<file path="src/rtl/spi_bridge_pkg.sv">
// ---------------------------------------------------------------------------
// spi_bridge_pkg
// Shared definitions for the SPI byte-to-register-bus bridge.
//   state_t          : protocol state machine encoding (S_IDLE .. S_RD_DATA)
//   CMD_WR_BIT       : bit of the command byte that selects write (1) / read (0)
//   TX_TIMEOUT_BYTE  : byte returned to the SPI master when a register read
//                      never completes
//   is_write_cmd()   : decodes the direction bit of a command byte
// ---------------------------------------------------------------------------
package spi_bridge_pkg;

    typedef enum logic [2:0] {
        S_IDLE    = 3'd0,
        S_CMD     = 3'd1,
        S_WR_DATA = 3'd2,
        S_RD_WAIT = 3'd3,
        S_RD_DATA = 3'd4
    } state_t;

    localparam int         CMD_WR_BIT      = 7;
    localparam logic [7:0] TX_TIMEOUT_BYTE = 8'hEE;

    function automatic logic is_write_cmd(input logic [7:0] cmd);
        return cmd[CMD_WR_BIT];
    endfunction

endpackage

</file>
<file path="src/rtl/sync_edge_det.sv">
// ---------------------------------------------------------------------------
// sync_edge_det
// Two-flop synchroniser for an asynchronous level, followed by a registered
// copy used to produce single-cycle rise/fall pulses in the sys_clk domain.
// Ports:
//   sys_clk    in  1  system clock
//   sys_rst_n  in  1  asynchronous active-low reset
//   i_async    in  1  asynchronous input level
//   o_sync     out 1  synchronised level
//   o_rise     out 1  1-cycle pulse on a synchronised 0->1 transition
//   o_fall     out 1  1-cycle pulse on a synchronised 1->0 transition
// RESET_VAL is the idle level of the input, so that leaving reset with the
// input at its idle level produces no spurious edge.
// ---------------------------------------------------------------------------
module sync_edge_det #(
    parameter logic RESET_VAL = 1'b1
) (
    input  logic sys_clk,
    input  logic sys_rst_n,
    input  logic i_async,
    output logic o_sync,
    output logic o_rise,
    output logic o_fall
);

    logic r_meta;
    logic r_sync;
    logic r_prev;

    always_ff @(posedge sys_clk or negedge sys_rst_n) begin
        if (!sys_rst_n) begin
            r_meta <= RESET_VAL;
            r_sync <= RESET_VAL;
            r_prev <= RESET_VAL;
        end else begin
            r_meta <= i_async;
            r_sync <= r_meta;
            r_prev <= r_sync;
        end
    end

    assign o_sync = r_sync;
    assign o_rise = r_sync & ~r_prev;
    assign o_fall = ~r_sync & r_prev;

endmodule

</file>
<file path="src/rtl/spi_reg_bridge.sv">
// ---------------------------------------------------------------------------
// spi_reg_bridge
// Protocol layer behind an SPI slave shifter. Each chip-select low period is
// one frame: the first byte is a command (bit 7 = write, bits 6:0 = register
// address), later bytes carry write data or are dummy bytes that clock read
// data out on MISO. Drives a simple register-bus master and supplies the next
// byte the shifter transmits.
// Ports:
//   sys_clk        in  1       system clock (rising edge)
//   sys_rst_n      in  1       asynchronous active-low reset
//   i_cs           in  1       SPI chip select pin, active low, asynchronous
//   i_rx_valid     in  1       pulse: i_rx_data holds a received byte
//   i_rx_data      in  8       received byte
//   o_tx_data      out 8       next byte for the shifter
//   o_reg_addr     out ADDR_W  register address
//   o_reg_wr_en    out 1       write strobe
//   o_reg_wdata    out 8       write data
//   o_reg_rd_en    out 1       read request
//   i_reg_rdata    in  8       read data
//   i_reg_rd_valid in  1       read data valid
//   o_frame_err    out 1       pulse on overrun, read timeout or short frame
//   o_busy         out 1       frame open (synchronised chip select low)
// Build option:
//   SPI_BRIDGE_AUTOINC_EN defined   -> burst mode, address advances after
//                                      every data byte
//   SPI_BRIDGE_AUTOINC_EN undefined -> single-register mode, only the first
//                                      data byte of a frame is acted on
// ---------------------------------------------------------------------------
module spi_reg_bridge
    import spi_bridge_pkg::*;
#(
    parameter int          ADDR_W      = 7,
    parameter logic [7:0]  STATUS_BYTE = 8'hA5,
    parameter logic [15:0] RD_TIMEOUT  = 16'd255
) (
    input  logic              sys_clk,
    input  logic              sys_rst_n,
    input  logic              i_cs,
    input  logic              i_rx_valid,
    input  logic [7:0]        i_rx_data,
    output logic [7:0]        o_tx_data,
    output logic [ADDR_W-1:0] o_reg_addr,
    output logic              o_reg_wr_en,
    output logic [7:0]        o_reg_wdata,
    output logic              o_reg_rd_en,
    input  logic [7:0]        i_reg_rdata,
    input  logic              i_reg_rd_valid,
    output logic              o_frame_err,
    output logic              o_busy
);

`ifdef SPI_BRIDGE_AUTOINC_EN
    localparam logic AUTOINC = 1'b1;
`else
    localparam logic AUTOINC = 1'b0;
`endif

    state_t            r_state;
    state_t            w_state_next;
    logic [ADDR_W-1:0] r_addr;
    logic              r_wr_en;
    logic [7:0]        r_wdata;
    logic              r_rd_en;
    logic              r_frame_err;
    logic [7:0]        r_tx_data;
    logic [15:0]       r_to_cnt;
    logic              r_wr_done;

    logic w_cs_sync;
    logic w_cs_rise;
    logic w_cs_fall;

    logic w_cmd_accept;
    logic w_wr_accept;
    logic w_rd_next;
    logic w_rd_issue;
    logic w_rd_load;
    logic w_timeout;
    logic w_overrun;
    logic w_short;

    // Chip select idles high, so the synchroniser resets to 1.
    sync_edge_det #(
        .RESET_VAL (1'b1)
    ) u_cs_sync (
        .sys_clk   (sys_clk),
        .sys_rst_n (sys_rst_n),
        .i_async   (i_cs),
        .o_sync    (w_cs_sync),
        .o_rise    (w_cs_rise),
        .o_fall    (w_cs_fall)
    );

    always_ff @(posedge sys_clk or negedge sys_rst_n) begin
        if (!sys_rst_n) begin
            r_state <= S_IDLE;
        end else begin
            r_state <= w_state_next;
        end
    end

    // A byte arriving together with the chip-select rising edge is still
    // decoded in full; the rising edge only overrides the next state.
    always_comb begin
        w_state_next = r_state;
        w_cmd_accept = 1'b0;
        w_wr_accept  = 1'b0;
        w_rd_next    = 1'b0;
        w_rd_load    = 1'b0;
        w_timeout    = 1'b0;
        w_overrun    = 1'b0;
        w_short      = 1'b0;

        case (r_state)
            S_IDLE: begin
                if (w_cs_fall) begin
                    w_state_next = S_CMD;
                end
            end
            S_CMD: begin
                if (i_rx_valid) begin
                    w_cmd_accept = 1'b1;
                    w_state_next = is_write_cmd(i_rx_data) ? S_WR_DATA : S_RD_WAIT;
                end
            end
            S_WR_DATA: begin
                if (i_rx_valid && !r_wr_done) begin
                    w_wr_accept = 1'b1;
                end
            end
            S_RD_WAIT: begin
                if (i_rx_valid) begin
                    w_overrun = 1'b1;
                end
                if (i_reg_rd_valid) begin
                    w_rd_load    = 1'b1;
                    w_state_next = S_RD_DATA;
                end else if (r_to_cnt == RD_TIMEOUT - 16'd1) begin
                    w_timeout    = 1'b1;
                    w_state_next = S_RD_DATA;
                end
            end
            S_RD_DATA: begin
                if (i_rx_valid && AUTOINC) begin
                    w_rd_next    = 1'b1;
                    w_state_next = S_RD_WAIT;
                end
            end
            default: begin
                w_state_next = S_IDLE;
            end
        endcase

        if (w_cs_rise) begin
            if (r_state == S_CMD && !i_rx_valid) begin
                w_short = 1'b1;
            end
            w_state_next = S_IDLE;
        end
    end

    assign w_rd_issue = (w_cmd_accept && !is_write_cmd(i_rx_data)) || w_rd_next;

    // Strobes are registered, so they appear one cycle after the byte that
    // caused them, with the address already updated. The write address
    // advances on the cycle the strobe is visible, i.e. after the write.
    always_ff @(posedge sys_clk or negedge sys_rst_n) begin
        if (!sys_rst_n) begin
            r_addr      <= '0;
            r_wr_en     <= 1'b0;
            r_wdata     <= 8'h00;
            r_rd_en     <= 1'b0;
            r_frame_err <= 1'b0;
            r_tx_data   <= STATUS_BYTE;
            r_to_cnt    <= 16'd0;
            r_wr_done   <= 1'b0;
        end else begin
            r_wr_en     <= w_wr_accept;
            r_rd_en     <= w_rd_issue;
            r_frame_err <= w_timeout | w_overrun | w_short;

            if (w_wr_accept) begin
                r_wdata <= i_rx_data;
            end

            if (w_cmd_accept) begin
                r_addr <= i_rx_data[ADDR_W-1:0];
            end else if (w_rd_next) begin
                r_addr <= r_addr + 1'b1;
            end else if (AUTOINC && r_wr_en) begin
                r_addr <= r_addr + 1'b1;
            end

            if (w_cs_rise || w_cs_fall) begin
                r_tx_data <= STATUS_BYTE;
            end else if (w_rd_load) begin
                r_tx_data <= i_reg_rdata;
            end else if (w_timeout) begin
                r_tx_data <= TX_TIMEOUT_BYTE;
            end

            if (r_state == S_RD_WAIT && w_state_next == S_RD_WAIT) begin
                r_to_cnt <= r_to_cnt + 16'd1;
            end else begin
                r_to_cnt <= 16'd0;
            end

            // In single-register mode further write bytes of the frame are
            // swallowed once the first one has been taken.
            if (r_state == S_IDLE) begin
                r_wr_done <= 1'b0;
            end else if (w_wr_accept && !AUTOINC) begin
                r_wr_done <= 1'b1;
            end
        end
    end

    assign o_tx_data   = r_tx_data;
    assign o_reg_addr  = r_addr;
    assign o_reg_wr_en = r_wr_en;
    assign o_reg_wdata = r_wdata;
    assign o_reg_rd_en = r_rd_en;
    assign o_frame_err = r_frame_err;
    assign o_busy      = ~w_cs_sync;

endmodule

</file>
<file path="config.mk">
export PLATFORM = sky130hd
export DESIGN_NAME = spi_reg_bridge
export DESIGN_NICKNAME = d
export VERILOG_FILES = /design/src/rtl/spi_bridge_pkg.sv /design/src/rtl/sync_edge_det.sv /design/src/rtl/spi_reg_bridge.sv
export SDC_FILE = /design/constraint.sdc
export NUM_CORES = 1
export LEC_CHECK = 0
export BUFFER_PORTS_ARGS = -buffer_cell sky130_fd_sc_hd__buf_2
export CAP_MARGIN = 20
export CELL_PAD_IN_SITES_DETAIL_PLACEMENT = 0
export CELL_PAD_IN_SITES_GLOBAL_PLACEMENT = 1
export CORE_ASPECT_RATIO = 1.25
export CORE_MARGIN = 1.5
export CORE_UTILIZATION = 46
export DETAILED_ROUTE_END_ITERATION = 12
export PLACE_DENSITY = 0.93
export SLEW_MARGIN = 10
export SYNTH_ARGS = -nofsm -noshare
export SYNTH_HDL_FRONTEND = slang
export SYNTH_SLANG_ARGS = --single-unit
</file>
<file path="constraint.sdc">
create_clock -name sys_clk -period 4.3 [get_ports sys_clk]
set_input_delay 0.86 -clock sys_clk [delete_from_list [all_inputs] [get_ports sys_clk]]
set_output_delay 0.86 -clock sys_clk [all_outputs]
set_load 0.02 [all_outputs]
</file>
# After elaboration in Yosys (flattened, before gate mapping)
# Index checks and enable logic that the tools add are counted.
[word_totals]
ff_bits = 49
output_inout_bits = 27
[op_classes]
bitwise_logic = 6
add_sub_neg = 1
reduce_logical = 12
mux = 25
n_eq_ne = 6
[ops]
columns = ["operator", "n"]
rows = [
  ["$mux W8", 3],
  ["$add A16 B1 Y16 const B", 1],
  ["$eq A16 B8 Y1 const B", 1],
  ["$mux W16", 1],
  ["$mux W1", 15],
  ["$mux W3", 5],
  ["$pmux W3 S4", 1],
  ["$eq A3 B2 Y1 const B", 3],
  ["$logic_and A1 B1 Y1", 4],
  ["$eq A3 B1 Y1 const B", 1],
  ["$eq A3 B3 Y1 const B", 1],
  ["$logic_not A1 Y1", 3],
  ["$logic_not A3 Y1", 1],
  ["$reduce_bool A3 Y1", 1],
  ["$and A1 B1 Y1", 2],
  ["$not A1 Y1", 2],
  ["$or A1 B1 Y1", 2],
  ["$reduce_bool A2 Y1", 1],
  ["$reduce_or A2 Y1", 1],
  ["$logic_or A1 B1 Y1", 1],
]

# Depth between registers and ports, before layout
[logic_depth]
word_depth = 8
ltp_mapped = 9

# Cells and area by module
# Synthesis repeated with hierarchy kept, for this count alone.
[unflattened]
hier_cells = 193
hier_area_um2 = 2280.9
[by_module_without_submodules]
columns = ["mod", "cells_per_inst", "area_each_um2", "instances"]
rows = [
  ["spi_reg_bridge", 188, 2187.1, 1],
  ["sync_edge_det", 5, 93.8, 1],
]

# Least setup slack after synthesis
# No wires, ideal clock.
[synth_timing]
kind = "flip-flop to flip-flop"
startpoint = "register r_to_cnt[0]"
endpoint = "register r_state[0]"
required_ps = 4190
path_slack_ps = 2255
setup_time_ps = 110
t_arrival_ps = 1934
path_stages_with_launch = 10
path_cell_list = "dfrtp_1 inv_1 ha_1 and4b_1 and4_4 buf_6 or4_4 buf_6 buf_12 o41ai_1"
[synth_between]
elab_chain_cells = 5
[synth_rtl]
columns = ["item", "line_no", "rtl"]
rows = [
  ["start: declaration", "spi_reg_bridge.sv:66", "logic [15:0] r_to_cnt;"],
  ["start signal: assignment", "spi_reg_bridge.sv:203", "r_to_cnt <= r_to_cnt + 16'd1;"],
  ["$eq A16 B8 Y1", "spi_reg_bridge.sv:138", "end else if (r_to_cnt == RD_TIMEOUT - 16'd1) begin"],
  ["$mux W3", "spi_reg_bridge.sv:138", ""],
  ["$mux W3", "spi_reg_bridge.sv:135", "if (i_reg_rd_valid) begin"],
  ["$pmux W3 S4", "spi_reg_bridge.sv:114", "case (r_state)"],
  ["$mux W3", "spi_reg_bridge.sv:154", "if (w_cs_rise) begin"],
  ["net w_state_next[0]", "spi_reg_bridge.sv:59", "state_t w_state_next;"],
  ["end signal: assignment", "spi_reg_bridge.sv:98", "r_state <= w_state_next;"],
  ["end: declaration", "spi_reg_bridge.sv:58", "state_t r_state;"],
]
# The timed path passes the listed nets, and every way through them passes these cells.
# A chain may end at the register's enable or synchronous reset.

# Worst setup path in the final report
[layout_timing]
startpoint = "register r_to_cnt[0]"
endpoint = "register r_to_cnt[4]"
[layout_between]
elab_chain_cells = 8
elab_cells_between_ends = 9
cone_classes = "add/sub (1); eq/ne (2); mux (5); reduce/logical (1)"
[layout_rtl]
columns = ["item", "line_no", "rtl"]
rows = [
  ["$eq A16 B8 Y1", "spi_reg_bridge.sv:138", ""],
  ["$mux W3", "spi_reg_bridge.sv:138", ""],
  ["$mux W3", "spi_reg_bridge.sv:135", ""],
  ["$pmux W3 S4", "spi_reg_bridge.sv:114", ""],
  ["$mux W3", "spi_reg_bridge.sv:154", ""],
  ["$eq A3 B2 Y1", "spi_reg_bridge.sv:202", "if (r_state == S_RD_WAIT && w_state_next == S_RD_WAIT) begin"],
  ["$logic_and A1 B1 Y1", "spi_reg_bridge.sv:202", ""],
  ["$mux W16 (*)", "spi_reg_bridge.sv:202", ""],
]
# Mark *: on every way between the ends. The rest lies on a longest branch, timed or not.

==> results.py <==
metrics = {
    "layout": {
        "drive_gt1_share_pct": 37.76,
        "num-fill-cells": 451,
        "design_area_sq_um": 2643,
        "nets": 265,
        "area_growth_pct": 14.97,
        "num_antenna_cells": 0,
        "layout_commonest_cell": "buf_2",
        "final_cell_mix": "buf_2, dfrtp_1, mux2_2",
    },
    "route": {
        "drt-total-wl_microns": 4284,
        "num_vias": 1603,
        "routed.top_layer": "met4",
        "drt_iter0_markers": 93,
        "wl_per_cell_microns": 14.23,
        "dr_wl_met3_microns": 116,
        "wl_met2_microns": 2355,
        "drc": 0,
        "post_drt_via_cell_ratio": 5.326,
        "drt-met1-wl_microns": 1740,
        "ant_nets": 0,
        "drt_first_pass_iters": 4,
    },
    "place": {
        "port_buffers": 47,
        "gp_congestion": 0.7884,
        "pre_cts_ws_ns": 1.961,
        "postPlaceCellArea_sq_um": 2536,
        "dp_hpwl_microns": 3060,
    },
    "synthesis": {
        "avgSynthCellArea_sq_um": 11.85,
        "async_flop_share_pct": 100.0,
        "ys_warn_count": 0,
        "synth.distinct_cells": 38,
        "netlist_instances": 194,
        "syn_area_sq_um": 2298,
        "ys_ff_latch": 49,
        "synthFlopType": "dfrtp_1",
        "syn-num-nets": 219,
        "synth_edf_count": 0,
        "ys_seq_area_share_pct": 53.73,
    },
    "clock_tree": {
        "cts_resized": 0,
        "clk_path_buf_depth": 2,
        "clk_latency_ns": 0.31,
        "h-tree-depth": 2,
        "cts_sinks": 49,
        "path_clk_slew_ns": 0.09,
        "cts-buffers-inserted": 5,
        "cts_setup_buffers": 0,
        "cts_tree": "done",
        "cts_hold_buffers": 0,
        "cts_root_buf": "clkbuf_8",
    },
    "global_route": {
        "grt_pass1_wl_microns": 7334,
        "antenna_found_initial": 0,
        "overflow": 0,
        "first_global_vias": 1591,
        "grt_max_degree": 50,
        "grtUsageTotal_pct": 17.60,
    },
    "timing": {
        "period_minus_slack_ns": 2.089,
        "setup_viol": 0,
        "slew_viol_final": 0,
        "timing.fmax_mhz": 478.8,
        "grt_setup_unrepaired": "no",
        "slew-limit-headroom_pct": 38.53,
        "tightest_slew_ns": 0.9150,
        "hold_viol": 0,
        "worst_slack_ns": 2.211,
        "period_share_pct": 48.57,
        "fin_setup_tns_ns": 0,
        "skew_ns": 0.008213,
    },
    "floorplanning": {
        "placementRows": 28,
        "ios": 48,
        "die_y_microns": 82.03,
        "die_w_microns": 66.23,
        "initial_core_util_pct": 48.24,
        "core-area_sq_um": 4765,
        "dieArea_sq_um": 5432,
    },
    "pwr": {
        "cellLeakagePower_nw": 1.143,
        "peakVddDrop_v": 0.0002581,
        "cellPowerDensity_nw_per_um2": 503.6,
    },
    "critical_path": {
        "cp.required_ns": 4.53,
        "crit_chain": "inv_1 -> ha_1 -> and4b_1 -> and4_4 -> or4_4 -> nor2_1",
        "critPathKind": "flop to flop",
        "startpoint_type": "flop",
        "critPathMaxStageDelay_ns": 0.67,
        "critPathSlowestCell": "or4_4",
        "crit_start": "r_to_cnt[0]$_DFF_PN0_",
        "crit_arrival_ns": 2.32,
        "path_delay_family": "simple AND/OR/NAND/NOR gates",
        "path_buf_inv": 1,
        "reg2reg_from": "r_to_cnt[0]$_DFF_PN0_",
        "critPathCaptureType": "flop",
        "cp_max_fo": 17,
    },
    "job": {
        "drv_cap": 0,
    },
    "worst_hold_path": {
        "min-delay-start": "u_cs_sync.r_meta$_DFF_PN1_",
        "min_path_type": "flop to flop",
    },
    "run_status": {
        "status": "finished clean",
    },
}
[metrics by stage]
stage                     util (%)  cells  hold WS [ns]  power (mW)
after floorplan                  -    194        0.3452      0.9349
after global placement       53.23    292        0.3458       1.061
after detailed placement     53.23    292        0.3473       1.077
after CTS                    55.04    300        0.3608       1.345
after global routing         55.46    301        0.3685       1.413
final                        55.46    301        0.3593       1.331
[worst register-to-register path, stage by stage, from the launching register on]
cell,delay (ns)
dfrtp_1,0.49
inv_1,0.08
ha_1,0.22
and4b_1,0.17
and4_4,0.22
or4_4,0.67
nor2_1,0.18
[worst paths after layout]
check / endpoint / cells past startpoint / slack, ns
setup reg to reg: r_to_cnt[4]$_DFF_PN0_ / 6 / 2.21
min in group asynchronous: r_to_cnt[3]$_DFF_PN0_ / 1 / 0.52
hold reg to reg: u_cs_sync.o_sync$_DFF_PN1_ / 0 / 0.36
setup / recovery: r_to_cnt[4]$_DFF_PN0_ / 6 / 2.21
hold / removal: u_cs_sync.o_sync$_DFF_PN1_ / 0 / 0.36
max in group asynchronous: u_cs_sync.r_prev$_DFF_PN1_ / 2 / 3.19
[metal layers]
metal | global-route usage, % | up-vias
li1 | - | 775
met1 | 20.68 | 803
met2 | 31.60 | 19
met3 | 3.699 | 6
met4 | 6.122 | 0
met5 | 0 | -
[cell usage after synthesis, drive strengths merged, types with 7 or more instances]
cell,count,area share [%]
dfstp,7,8.0
nand2,9,1.5
mux2,15,7.3
nand3,9,2.0
xor2,8,3.0
nor2,20,5.8
dfrtp,42,46
o21ai,8,1.7
[cell type report]
class                   instances  area [sq um]  share of cell area, %
inverters                       6         22.52                 0.8523
repair buffers                 48         255.2                  9.659
multi-input cells             130         968.4                  36.65
clock inverters                 3         17.52                 0.6629
clock buffers                   5         68.82                  2.604
well taps                      60         75.07                  2.841
flip-flops and latches         49          1235                  46.73
[flip-flops by register name, summed over array words and instances (netlist names)]
name / count
r_to_cnt: 16
o_reg_rd_en: 1
r_state: 3
o_reg_addr: 7
r_wr_done: 1
o_reg_wr_en: 1
u_cs_sync.r_meta: 1
o_reg_wdata: 8
o_tx_data: 8
o_frame_err: 1
u_cs_sync.r_prev: 1
u_cs_sync.o_sync: 1
[logic make-up after synthesis]
logic type      Yosys count  share of synthesized area (%)
flops                    49                          53.73
mux                      16                          7.784
fa+ha+maj                 4                          2.178
compound gates           22                          5.716
simple gates             74                          21.12
buf+inv                  15                          4.137
xor+xnor                 14                          5.335
[power breakdown]
group          internal, mW  leakage [nW]  switching (mW)
registers             0.567         0.625          0.0784
logic                 0.183         0.474           0.234
clock network         0.113        0.0439           0.156
total                 0.863          1.14           0.468
Power figures use the tool's default switching activity.
